--- src/rtl/sdm_pkg.sv ---
// Shared constants, state type and saturating arithmetic for the second-order
// 1-bit sigma-delta modulator.
package sdm_pkg;

   localparam int unsigned SDM_DATA_W   = 20;
   localparam int unsigned SDM_OSR      = 64;
   localparam int unsigned SDM_ACC_W    = 26;
   localparam int unsigned SDM_OSR_LOG2 = $clog2(SDM_OSR);
   localparam longint      SDM_FS       = longint'(1) << (SDM_DATA_W - 1);

   typedef enum logic {
      IDLE,
      RUN
   } sdm_state_e;

   // p + q - r, clamped symmetrically to +/-(2^(acc_w-1)-1); 64 bits never overflows here
   function automatic logic signed [63:0] sat_add3(input logic signed [63:0] p,
                                                   input logic signed [63:0] q,
                                                   input logic signed [63:0] r,
                                                   input int unsigned        acc_w);
      logic signed [63:0] sum;
      logic signed [63:0] lim;
      sum = p + q - r;
      lim = (64'sd1 <<< (acc_w - 1)) - 64'sd1;
      if (sum > lim) begin
         return lim;
      end
      if (sum < -lim) begin
         return -lim;
      end
      return sum;
   endfunction

endpackage

--- src/rtl/sdm_if.sv ---
// Valid/ready sample handshake between the PCM source and the modulator.
interface sdm_if #(
   parameter int unsigned DATA_W = sdm_pkg::SDM_DATA_W
);

   logic signed [DATA_W-1:0] sample_in;
   logic                     sample_valid;
   logic                     sample_ready;

   modport master (
      output sample_in,
      output sample_valid,
      input  sample_ready
   );

   modport slave (
      input  sample_in,
      input  sample_valid,
      output sample_ready
   );

endinterface

--- src/rtl/sdm_interpolator.sv ---
// One-deep sample buffer, segment phase counter, IDLE/RUN state and linear
// interpolation from anchor a to target b across OSR clocks.
module sdm_interpolator
   import sdm_pkg::*;
#(
   parameter int unsigned DATA_W = SDM_DATA_W,
   parameter int unsigned OSR    = SDM_OSR
) (
   input  logic                    clk,
   input  logic                    reset_n,
   sdm_if.slave                    smp,
   output logic signed [DATA_W:0]  x_o,
   output logic                    underrun_o
);

   localparam int unsigned LOG2 = $clog2(OSR);

   if ((OSR < 4) || ((OSR & (OSR - 1)) != 0)) begin : g_bad_osr
      $error("sdm_interpolator: OSR must be a power of two, at least 4");
   end

   sdm_state_e               state_q, state_d;
   logic [LOG2-1:0]          phase_q, phase_d;
   logic signed [DATA_W-1:0] next_q, next_d;
   logic                     next_valid_q, next_valid_d;
   logic signed [DATA_W-1:0] a_q, a_d;
   logic signed [DATA_W-1:0] b_q, b_d;
   logic signed [DATA_W:0]   x_q, x_d;
   logic                     underrun_q, underrun_d;
   logic signed [DATA_W:0]   step;
   logic                     boundary;
   logic                     accept;
   logic                     consume;

   assign smp.sample_ready = !next_valid_q;
   assign accept           = smp.sample_valid && !next_valid_q;
   assign boundary         = (phase_q == '1);
   assign consume          = boundary && next_valid_q;

   // One extra bit holds any b - a difference; >>> floors toward -inf
   assign step = ((DATA_W + 1)'(b_q) - (DATA_W + 1)'(a_q)) >>> LOG2;

   always_ff @(posedge clk or negedge reset_n) begin
      if (!reset_n) begin
         state_q <= IDLE;
      end else begin
         state_q <= state_d;
      end
   end

   always_comb begin
      state_d = state_q;
      case (state_q)
         IDLE:    if (consume) state_d = RUN;
         RUN:     state_d = RUN;
         default: state_d = IDLE;
      endcase
   end

   always_comb begin
      phase_d      = phase_q + LOG2'(1);
      next_d       = next_q;
      next_valid_d = next_valid_q;
      a_d          = a_q;
      b_d          = b_q;
      x_d          = x_q + step;
      underrun_d   = 1'b0;
      // Re-anchoring x on b at every boundary discards accumulated step truncation
      if (boundary) begin
         a_d = b_q;
         x_d = (DATA_W + 1)'(b_q);
         if (next_valid_q) begin
            b_d          = next_q;
            next_valid_d = 1'b0;
         end else begin
            underrun_d = (state_q == RUN);
         end
      end
      if (accept) begin
         next_d       = smp.sample_in;
         next_valid_d = 1'b1;
      end
   end

   always_ff @(posedge clk or negedge reset_n) begin
      if (!reset_n) begin
         phase_q      <= '0;
         next_q       <= '0;
         next_valid_q <= 1'b0;
         a_q          <= '0;
         b_q          <= '0;
         x_q          <= '0;
         underrun_q   <= 1'b0;
      end else begin
         phase_q      <= phase_d;
         next_q       <= next_d;
         next_valid_q <= next_valid_d;
         a_q          <= a_d;
         b_q          <= b_d;
         x_q          <= x_d;
         underrun_q   <= underrun_d;
      end
   end

   assign x_o        = x_q;
   assign underrun_o = underrun_q;

endmodule

--- src/rtl/sigma_delta_modulator.sv ---
// Second-order 1-bit sigma-delta modulator: interpolated input feeds two
// saturating integrators and a sign quantiser producing one bit per clock.
module sigma_delta_modulator
   import sdm_pkg::*;
#(
   parameter int unsigned DATA_W = SDM_DATA_W,
   parameter int unsigned OSR    = SDM_OSR,
   parameter int unsigned ACC_W  = SDM_ACC_W
) (
   input  logic clk,
   input  logic reset_n,
   sdm_if.slave smp,
   output logic dac_out,
   output logic underrun
);

   if (ACC_W < DATA_W + 4) begin : g_bad_acc_w
      $error("sigma_delta_modulator: ACC_W must be at least DATA_W+4");
   end

   localparam logic signed [63:0] FS_W = 64'sd1 <<< (DATA_W - 1);

   logic signed [DATA_W:0]  x;
   logic signed [ACC_W-1:0] int1_q, int1_d;
   logic signed [ACC_W-1:0] int2_q, int2_d;
   logic                    dac_q, dac_d;
   logic signed [63:0]      fb;

   sdm_interpolator #(
      .DATA_W (DATA_W),
      .OSR    (OSR)
   ) u_interp (
      .clk        (clk),
      .reset_n    (reset_n),
      .smp        (smp),
      .x_o        (x),
      .underrun_o (underrun)
   );

   // int2 integrates the pre-update int1; the quantiser looks at the new int2
   always_comb begin
      fb     = dac_q ? FS_W : -FS_W;
      int1_d = ACC_W'(sat_add3(64'(int1_q), 64'(x), fb, ACC_W));
      int2_d = ACC_W'(sat_add3(64'(int2_q), 64'(int1_q), fb, ACC_W));
      dac_d  = !int2_d[ACC_W-1];
   end

   always_ff @(posedge clk or negedge reset_n) begin
      if (!reset_n) begin
         int1_q <= '0;
         int2_q <= '0;
         dac_q  <= 1'b0;
      end else begin
         int1_q <= int1_d;
         int2_q <= int2_d;
         dac_q  <= dac_d;
      end
   end

   assign dac_out = dac_q;

endmodule

--- src/flat_wrapper.sv ---
// flat-port wrapper written by rule: the top's interface ports become plain ports
module sigma_delta_modulator_flat import sdm_pkg::*;
#(
   parameter int unsigned DATA_W = SDM_DATA_W,
   parameter int unsigned OSR    = SDM_OSR,
   parameter int unsigned ACC_W  = SDM_ACC_W
)
  (clk, reset_n, dac_out, underrun, smp_sample_in, smp_sample_valid, smp_sample_ready);
  sdm_if #(.DATA_W(DATA_W)) smp_i ();
  input  logic clk;
  input  logic reset_n;
  output logic dac_out;
  output logic underrun;
  input wire logic [$bits(smp_i.sample_in)-1:0] smp_sample_in;
  input wire logic [$bits(smp_i.sample_valid)-1:0] smp_sample_valid;
  output wire logic [$bits(smp_i.sample_ready)-1:0] smp_sample_ready;
  assign smp_i.sample_in = smp_sample_in;
  assign smp_i.sample_valid = smp_sample_valid;
  assign smp_sample_ready = smp_i.sample_ready;
  sigma_delta_modulator #(.DATA_W(DATA_W), .OSR(OSR), .ACC_W(ACC_W)) u_core (.clk(clk), .reset_n(reset_n), .smp(smp_i), .dac_out(dac_out), .underrun(underrun));
endmodule
--- config.mk ---
export PLATFORM = sky130hd
export DESIGN_NAME = sigma_delta_modulator_flat
export DESIGN_NICKNAME = d
export VERILOG_FILES = /design/src/rtl/sdm_pkg.sv /design/src/rtl/sdm_if.sv /design/src/rtl/sdm_interpolator.sv /design/src/rtl/sigma_delta_modulator.sv /design/src/flat_wrapper.sv
export SDC_FILE = /design/constraint.sdc
export NUM_CORES = 1
export LEC_CHECK = 0
export CORE_MARGIN = 1
export CORE_UTILIZATION = 38
export DETAILED_ROUTE_END_ITERATION = 10
export SYNTH_ARGS = -nofsm -noshare
export SYNTH_HDL_FRONTEND = slang
export SYNTH_SLANG_ARGS = --single-unit
--- constraint.sdc ---
create_clock -name clk -period 7.12 [get_ports clk]
set_input_delay 1.424 -clock clk [delete_from_list [all_inputs] [get_ports clk]]
set_output_delay 1.424 -clock clk [all_outputs]
set_load 0.1 [all_outputs]
==> metrics.yaml, run 1 <==
synth_compound_area_share_pct: 19.1
required_ps: 7390
synth_nets: 1460
final_nets: 1476
cts_resized: 0
cp.arrival_ps: 6530
powerDensity_nw_per_um2: 140
clk_latency_ps: 440
antenna_found_initial: 0
maxCapViolations: 0
min-delay-start: "u_core.u_interp.phase_q[0]"
ys.flop_type: "dfrtp_1"
first_iter_violations: 350
vias: 8831
clock_path_buffers: 2
synth_xor_area_share_pct: 6.58
layout_common_cells: "177 x inv_1, 143 x dfrtp_1, 132 x ha_1"
synth.area.top_cells: "dfrtp_1 31%, ha_1 14%, inv_1 5.8%"
grt_max_degree: 84
synthMuxAreaShare_pct: 4.31
status: "complete, no violations"
swShare_pct: 24.5
synth_cells: 1280
htreeDepth: 4
worstReg2RegStart: "u_core.int1_q[2]"
synth_enable_flop_cells: 0
initial_utilization_pct: 38.6
worst-setup-path-type: "register to register"
routedWlPerCell_um: 14.9
max_freq_ghz: 0.160
p_switching_mw: 0.438
syn_to_final_growth_pct: 11.0
skew_ps: 23.5
synth_top_family_by_area: "compound AO/OA/AOI/OAI gates"
core_area_um2: 29600
grt_overflow: 0
layout-drive-gt1-share_pct: 8.25
yosys.area.top_type: "dfrtp_1"
synth-simple-area-share_pct: 12.8
hp-class: "register to register"
cts_setup_buffers: 0
cts_root_buf: "clkbuf_16"
holdPathEnd: "u_core.u_interp.phase_q[0]"
slew_headroom_pct: 34.7
drt_wl_total_um: 25300
fin_util_pct: 42.9
slew_violations: 0
port_buffers: 25
cts.sinks: 143
antenna_cells: 0
drc: 0
first_global_vias: 8685
yosys_warnings: 0
die_h_um: 176
rows: 63
reg2reg_to: "u_core.int2_q[18]"
final.setup.tns_ps: 0
hold_viol: 0
post-place-cells: 1667
clock_power_share_pct: 51.0
stdcell_count: 1699
layout_commonest_cell: "inv_1"
chipWidth_um: 176
synth_fa_ha_area_share_pct: 18.8
track_usage_pct: 17.3
detail-route-antenna-nets: 0
cts_buffers: 17
synth_top_area_share_pct: 31.3
seq_area_frac_synth_pct: 31.3
startpoint_type: "register"
vdd_drop_max_mv: 0.150
async_flop_share_pct: 100
min_period_over_period_pct: 87.8
postSynthAreaPerCell_um2: 8.94
end_kind: "register"
p_int_mw: 1.35
cts_tree: "done"
seqPwrFrac_pct: 46.7
reg2regPathDepth: 22
min_period_ps: 6250
ios: 26
path_clk_slew_ps: 80
synth_area_um2: 11400
synth_seq_cells: 143
rsz0062_at_grt: "false"
p_leak_nw: 6.33
setup_viol: 0
worst_slew_pin_slew_ps: 976
hpwl_um: 19900
reg2reg_setup_slack_ps: 870
holdPathStages: 1
power_frac_comb_pct: 2.3
firstDrtPassIters: 5
dieArea_um2: 30800
synthDistinctLibCells: 72
n_fill_cell: 2916
cp_max_fo: 13
viasPerCell: 5.20
place_congestion: 0.879
grt_pass1_wl_um: 42900
holdBufCountCts: 0
==> layer usage <==
layer	vias up	wire length (um)	share of wire [%]	track usage, %
li1	4478	-	-	-
met1	4146	12200	48	23.2
met2	172	11700	46	28.7
met3	35	779	3.1	1.88
met4	0	612	2.4	6.38
met5	-	0	0	0
==> state kept, by name, indices dropped and copies added, names as in the netlist <==
signal                        cells
u_core.dac_out                    1
u_core.int1_q                    26
u_core.int2_q                    26
u_core.u_interp.a_q              20
u_core.u_interp.b_q              20
u_core.u_interp.next_q           20
u_core.u_interp.next_valid_q      1
u_core.u_interp.phase_q           6
u_core.u_interp.state_q           1
u_core.u_interp.underrun_o        1
u_core.u_interp.x_o              21
==> power by group through the flow <==
stage | clock network, mW | logic (mW) | registers [mW]
CTS | 0.930 | 0.0436 | 0.834
finish | 0.909 | 0.0414 | 0.834
global route | 0.964 | 0.0477 | 0.835
floorplan | 0 | 0.0130 | 0.847
detailed placement | 0 | 0.0436 | 0.849
global placement | 0 | 0.0423 | 0.849
==> worst max-delay path, stage by stage (launching register included) <==
cell and delay (ps):
dfrtp_1 320, inv_1 60, ha_1 270, inv_1 40
ha_1 340, nor2b_1 160, o31a_1 290, o221a_2 300
o21ai_1 270, a2111oi_1 150, a311oi_2 490, o21bai_1 150
a21o_1 230, nand2_1 90, nand2_1 70, fa_1 470
or4b_2 650, nor4_1 470, nand2_1 90, mux2i_1 410
o41ai_1 180, nand2_1 410, o21ai_0 190
==> cell families after synthesis <==
kind of cell,count (synthesis)
xor gates and xnor gates,86
and+or+nand+nor,298
adders and majority gates,157
muxes,44
AOI/OAI and AO/OA,337
buffers and inverters,215
DFF,143
==> synthesized netlist by cell type, drive strengths merged (3+ instances only) <==
master,count
inv,177
dfrtp,143
ha,132
o21ai,99
nand2,92
a21oi,80
nor2,67
xnor2,48
a21o,42
mux2,42
xor2,38
clkbuf,31
fa,25
nand3,24
nand2b,20
a31oi,15
nor3,15
and3,14
nor2b,12
o21a,12
o21bai,12
nand4,11
o211ai,11
a211oi,10
or2,8
buf,7
a221o,6
nor4,6
nor4b,6
a41oi,5
o31ai,5
or3,5
and2,4
o2bb2ai,4
o41ai,4
a211o,3
a221oi,3
a311oi,3
and4,3
o2111ai,3
or4,3
==> worst max path at each step <==
stage | start | to | slack [ps] | depth (start not counted)
after floorplan | u_core.dac_out | u_core.int2_q[14] | 760 | 20
after global placement | u_core.int1_q[2] | u_core.int2_q[18] | 1080 | 22
after detailed placement | u_core.int1_q[2] | u_core.int2_q[18] | 830 | 22
after CTS | u_core.int1_q[2] | u_core.int2_q[18] | 800 | 22
after global routing | u_core.int1_q[2] | u_core.int2_q[18] | 360 | 22
final | u_core.int1_q[2] | u_core.int2_q[18] | 870 | 22
==> final cells by class <==
| class | count | area (um^2) | area share [%] |
|---|---|---|---|
| clock buffer | 17 | 425 | 3.35 |
| tap | 390 | 488 | 3.84 |
| timing repair buffer | 35 | 327 | 2.57 |
| multi-input combinational | 922 | 7060 | 55.6 |
| sequential | 143 | 3580 | 28.2 |
| clock inverter | 15 | 160 | 1.26 |
| inverter | 177 | 664 | 5.23 |
==> stage by stage <==
step,power [mW],setup WS [ps],hold slack [ps],area [um^2]
after floorplan,0.860,763,422,11400
after global placement,0.891,1080,438,12100
after detailed placement,0.893,833,446,12100
after CTS,1.81,805,458,12700
after global routing,1.85,361,476,12700
final,1.78,866,449,12700
Power figures use the tool's default switching activity.
==> run 2, diff against run 1 <==
Settings changed: PLACE_DENSITY_LB_ADDON from default to 0.1, TNS_END_PERCENT from default to 10.
==> metrics.yaml, run 2 (same netlist as run 1, synthesis figures left out) <==
cts_root_buf: "clkbuf_16"
slew_violations: 0
max_freq_ghz: 0.159
seqPwrFrac_pct: 46.8
ios: 26
startpoint_type: "register"
grt_overflow: 0
layout-drive-gt1-share_pct: 8.18
die_h_um: 176
worstReg2RegStart: "u_core.int2_q[2]"
end_kind: "register"
vias: 8855
hp-class: "register to register"
layout_common_cells: "177 x inv_1, 143 x dfrtp_1, 132 x ha_1"
min-delay-start: "u_core.u_interp.phase_q[0]"
power_frac_comb_pct: 2.3
cts_setup_buffers: 0
cts_buffers: 17
cts_resized: 0
drt_wl_total_um: 27000
reg2reg_to: "u_core.int2_q[15]"
cp_max_fo: 13
clock_path_buffers: 2
status: "complete, no violations"
required_ps: 7390
wl_met2_um: 12700
cts_tree: "done"
worst-setup-path-type: "register to register"
postLayoutCellArea_um2: 12700
viasPerCell: 5.21
holdPathEnd: "u_core.u_interp.phase_q[0]"
grt_max_degree: 74
max_stage_delay_ps: 640
min_period_over_period_pct: 88.2
antenna_found_initial: 0
hold_viol: 0
n_fill_cell: 3028
p_leak_nw: 6.33
core_area_um2: 29600
reg2regPathDepth: 22
rsz0062_at_grt: "false"
track_usage_pct: 18.8
cp_common_cell: "nand2_1"
place_congestion: 0.882
grt_pass1_wl_um: 46300
maxUsedRoutingLayer: "met4"
whs_ps: 450
fin_util_pct: 42.8
syn_to_final_growth_pct: 10.9
final.setup.tns_ps: 0
clk_latency_ps: 440
rows: 63
critPathSlowestCell: "or4b_2"
slew_headroom_pct: 28.8
swShare_pct: 24.6
firstDrtPassIters: 5
m1WireLength_um: 13000
worst_slew_pin_slew_ps: 1060
path_clk_slew_ps: 70
detail-route-antenna-nets: 0
antenna_cells: 0
vdd_drop_max_mv: 0.135
chipWidth_um: 176
p_switching_mw: 0.438
powerDensity_nw_per_um2: 140
final_nets: 1476
cp_cell_sequence: "inv_1, ha_1, inv_1, ha_1, nor2b_1, o31a_1, o221a_2, o21ai_1, a2111oi_1, a311oi_2, o21bai_1, a21o_1, nand2_1, nand2_1, fa_1, or4b_2, nor4_1, nand2_1, mux2i_1, o41ai_1, nand2_1, o21ai_0"
layout_commonest_cell: "inv_1"
skew_ps: 20.5
drc: 0
cp.arrival_ps: 6560
reg2reg_setup_slack_ps: 840
clock_power_share_pct: 50.8
power_mw: 1.78
htreeDepth: 4
first_global_vias: 9085
cts.sinks: 143
setup_viol: 0
maxCapViolations: 0
port_buffers: 25
initial_utilization_pct: 38.6
dieArea_um2: 30800
p_int_mw: 1.34
first_iter_violations: 460
dpl-instance-area_um2: 12100
routedWlPerCell_um: 15.9
hpwl_um: 21300
holdBufCountCts: 0
wl_met3_um: 679
min_period_ps: 6280
holdPathStages: 1
-- run 2: changes by cell type in the layout (fill, tap and decap cells not counted) --
| cell | change |
|---|---|
| clkinv_8 | +1 |
| inv_6 | -1 |
| clkinvlp_4 | +1 |
| inv_8 | -2 |
-- run 2: final cells by class --
| class | count | area [um^2] | share of cell area, % |
|---|---|---|---|
| Inverter | 177 | 664 | 5.23 |
| Clock inverter | 14 | 153 | 1.20 |
| Timing Repair Buffer | 35 | 327 | 2.57 |
| Sequential cell | 143 | 3580 | 28.2 |
| Tap cell | 390 | 488 | 3.84 |
| Clock buffer | 17 | 425 | 3.35 |
| Multi-Input combinational cell | 922 | 7060 | 55.6 |
-- run 2: power groups by stage --
stage	Sequential [mW]	Clock (mW)	Combinational [mW]
after floorplan	0.847	0	0.0130
after global placement	0.849	0	0.0432
after detailed placement	0.850	0	0.0440
after CTS	0.834	0.931	0.0441
after global routing	0.836	0.963	0.0483
final	0.834	0.904	0.0418
-- run 2: worst max path at each step --
stage | from | end | slack (ps) | cells after the start
after floorplan | u_core.dac_out | u_core.int2_q[14] | 760 | 20
after global placement | u_core.int1_q[2] | u_core.int2_q[17] | 1020 | 22
after detailed placement | u_core.int1_q[2] | u_core.int2_q[15] | 870 | 22
after CTS | u_core.int2_q[2] | u_core.int2_q[15] | 830 | 22
after global routing | u_core.int1_q[2] | u_core.int2_q[14] | 310 | 22
final | u_core.int2_q[2] | u_core.int2_q[15] | 840 | 22
-- run 2: worst max-delay path, delay by kind of cell, from the launching register on --
| family | cells | cell delay, ps |
|---|---|---|
| AO/OA/AOI/OAI | 9 | 2330 |
| adder cells (fa/ha/maj) | 3 | 1060 |
| buffers and inverters | 2 | 80 |
| flip-flops | 1 | 340 |
| multiplexers | 1 | 350 |
| AND/OR/NAND/NOR | 7 | 1950 |
-- run 2: stage by stage --
stage	instances	setup WS [ps]
after floorplan	1280	763
after global placement	1667	1020
after detailed placement	1667	867
after CTS	1698	825
after global routing	1698	308
final	1698	839
-- run 2: routing by layer --
layer  GRT usage, %  up-vias
li1               -     4493
met5              0        -
met4           6.49        0
met2           31.4      141
met3           2.47       35
met1           24.9     4186
==> run 3, diff against run 2 <==
Settings changed: SYNTH_HIERARCHICAL from default to 1.
==> metrics.yaml, run 3 <==
synth_enable_flop_cells: 0
rows: 65
postSynthAreaPerCell_um2: 8.74
powerDensity_nw_per_um2: 133
synth_top_area_share_pct: 29.5
status: "complete, no violations"
worstReg2RegStart: "u_core/dac_out"
synth_nets: 1567
seqPwrFrac_pct: 47.2
worst_slew_pin_slew_ps: 1090
rsz0062_at_grt: "false"
vias: 9581
slew_violations: 0
ios: 26
synth.most_common_cell: "inv_1"
p_leak_nw: 6.69
startpoint_type: "register"
synth_cells: 1386
fin_util_pct: 42.4
port_buffers: 25
detail-route-antenna-nets: 0
grt_pass1_wl_um: 49300
path_clk_slew_ps: 70
drt_wl_total_um: 29200
min_period_over_period_pct: 82.5
layout_commonest_cell: "inv_1"
track_usage_pct: 18.8
worst-setup-path-type: "register to register"
antenna_cells: 0
dpl-instance-area_um2: 12800
cts_root_buf: "clkbuf_16"
hp-class: "register to register"
setup_ws_ps: 1250
maxCapViolations: 0
multi_input_area_um2: 7640
die_h_um: 181
first_iter_violations: 448
cts_buffers: 17
clock_path_buffers: 2
place_ws_ps: 1260
max_freq_ghz: 0.170
ys.flop_type: "dfrtp_1"
grt_overflow: 0
min_period_ps: 5870
synthDistinctLibCells: 91
final.setup.tns_ps: 0
chipWidth_um: 181
cp_max_fo: 16
slew_headroom_pct: 27.1
syn_to_final_growth_pct: 10.0
firstDrtPassIters: 5
htreeDepth: 4
n_fill_cell: 3187
core_area_um2: 31500
async_flop_share_pct: 100
postLayoutCellArea_um2: 13300
final_nets: 1579
vdd_drop_max_mv: 0.119
power_frac_comb_pct: 2.3
cts_setup_buffers: 0
p_switching_mw: 0.427
min-delay-start: "u_core/u_interp/phase_q[0]"
layout-drive-gt1-share_pct: 8.08
viasPerCell: 5.28
dieArea_um2: 32600
routedWlPerCell_um: 16.1
yosys.area.top_type: "dfrtp_1"
crit_start: "u_core/dac_out"
clk_latency_ps: 420
clock_power_share_pct: 50.5
hpwl_um: 23100
synth.area.top_cells: "dfrtp_1 30%, ha_1 14%, inv_1 6.2%"
yosys-top-cells-count: "199 x inv_1, 143 x dfrtp_1, 133 x ha_1"
required_ps: 7370
synth_seq_cells: 143
cts_tree: "done"
place_congestion: 0.860
cp.arrival_ps: 6120
skew_ps: 14.2
synth_area_um2: 12100
seq_area_frac_synth_pct: 29.5
grt_max_degree: 78
layout_common_cells: "199 x inv_1, 143 x dfrtp_1, 133 x ha_1"
antenna_found_initial: 0
cts_resized: 0
p_int_mw: 1.34
setup_viol: 0
drc: 0
holdBufCountCts: 0
hold_viol: 0
end_kind: "register"
swShare_pct: 24.1
seqCellArea_um2: 3580
first_global_vias: 9623
initial_utilization_pct: 38.5
yosys_warnings: 6
cts.sinks: 143
run 3: cell count changes in the layout (fill, tap and decap cells not counted), sizes merged, moves of 9 or more:
cell | before | now
xnor2 | 48 | 39
o21ai | 99 | 129
a21oi | 80 | 89
inv | 184 | 206
and2 | 4 | 17
nand2 | 92 | 103
run 3: metal layers:
layer | global-route usage (%) | share of wire, % | up-vias
met5 | 0 | 0 | -
li1 | - | - | 4871
met4 | 4.92 | 1.4 | 0
met1 | 25.6 | 49 | 4559
met2 | 31.8 | 47 | 131
met3 | 1.96 | 2.1 | 20
run 3: critical path, stage by stage, from the launching register on:
cell      delay (ps)
dfrtp_1          800
inv_1            220
fa_1             580
inv_1             50
ha_1             370
nand2_1           60
o21ai_0          410
a221oi_1         170
a41oi_2          350
o221ai_1         260
inv_1            150
a21o_1           140
fa_1             430
or4b_2           620
nor4_1           330
buf_4            210
a31oi_1           80
buf_4            210
nor2_1           110
o21ai_0          130
run 3: power groups by stage:
| stage | clock [mW] | combinational (mW) | sequential (mW) |
|---|---|---|---|
| after floorplan | 0 | 0.0130 | 0.847 |
| after global placement | 0 | 0.0428 | 0.849 |
| after detailed placement | 0 | 0.0434 | 0.850 |
| after CTS | 0.924 | 0.0434 | 0.834 |
| after global routing | 0.955 | 0.0475 | 0.836 |
| final | 0.893 | 0.0412 | 0.834 |
run 3: through the flow:
step / hold WS (ps) / cells / power [mW]
floorplan: 414 / 1386 / 0.860
global placement: 435 / 1781 / 0.892
detailed placement: 449 / 1781 / 0.893
CTS: 464 / 1813 / 1.80
global route: 501 / 1813 / 1.84
finish: 452 / 1813 / 1.77
run 3: kinds of logic after synthesis:
family	after synthesis	synth area share (%)
flops	143	29.5
compound gates	398	21.9
xor+xnor	71	5.13
simple gates	338	14.2
fa+ha+maj	158	17.9
mux	42	3.88
buf+inv	236	7.43
run 3: final timing paths:
kind / endpoint / slack [ps] / depth (start not counted)
min: u_core/u_interp/phase_q[0] / 450 / 1
min in group asynchronous: u_core/u_interp/b_q[2] / 1010 / 1
max reg2reg: u_core/int1_q[3] / 1250 / 19
min reg2reg: u_core/u_interp/phase_q[0] / 450 / 1
max in group asynchronous: u_core/u_interp/x_o[20] / 4770 / 2
max: u_core/int1_q[3] / 1250 / 19
run 3: layout make-up:
class,instances,area share (%)
inverter,199,5.60
clock inverter,15,1.14
timing repair buffer,30,2.17
multi-input combinational,1007,57.3
tap,402,3.77
clock buffer,17,3.19
sequential,143,26.8
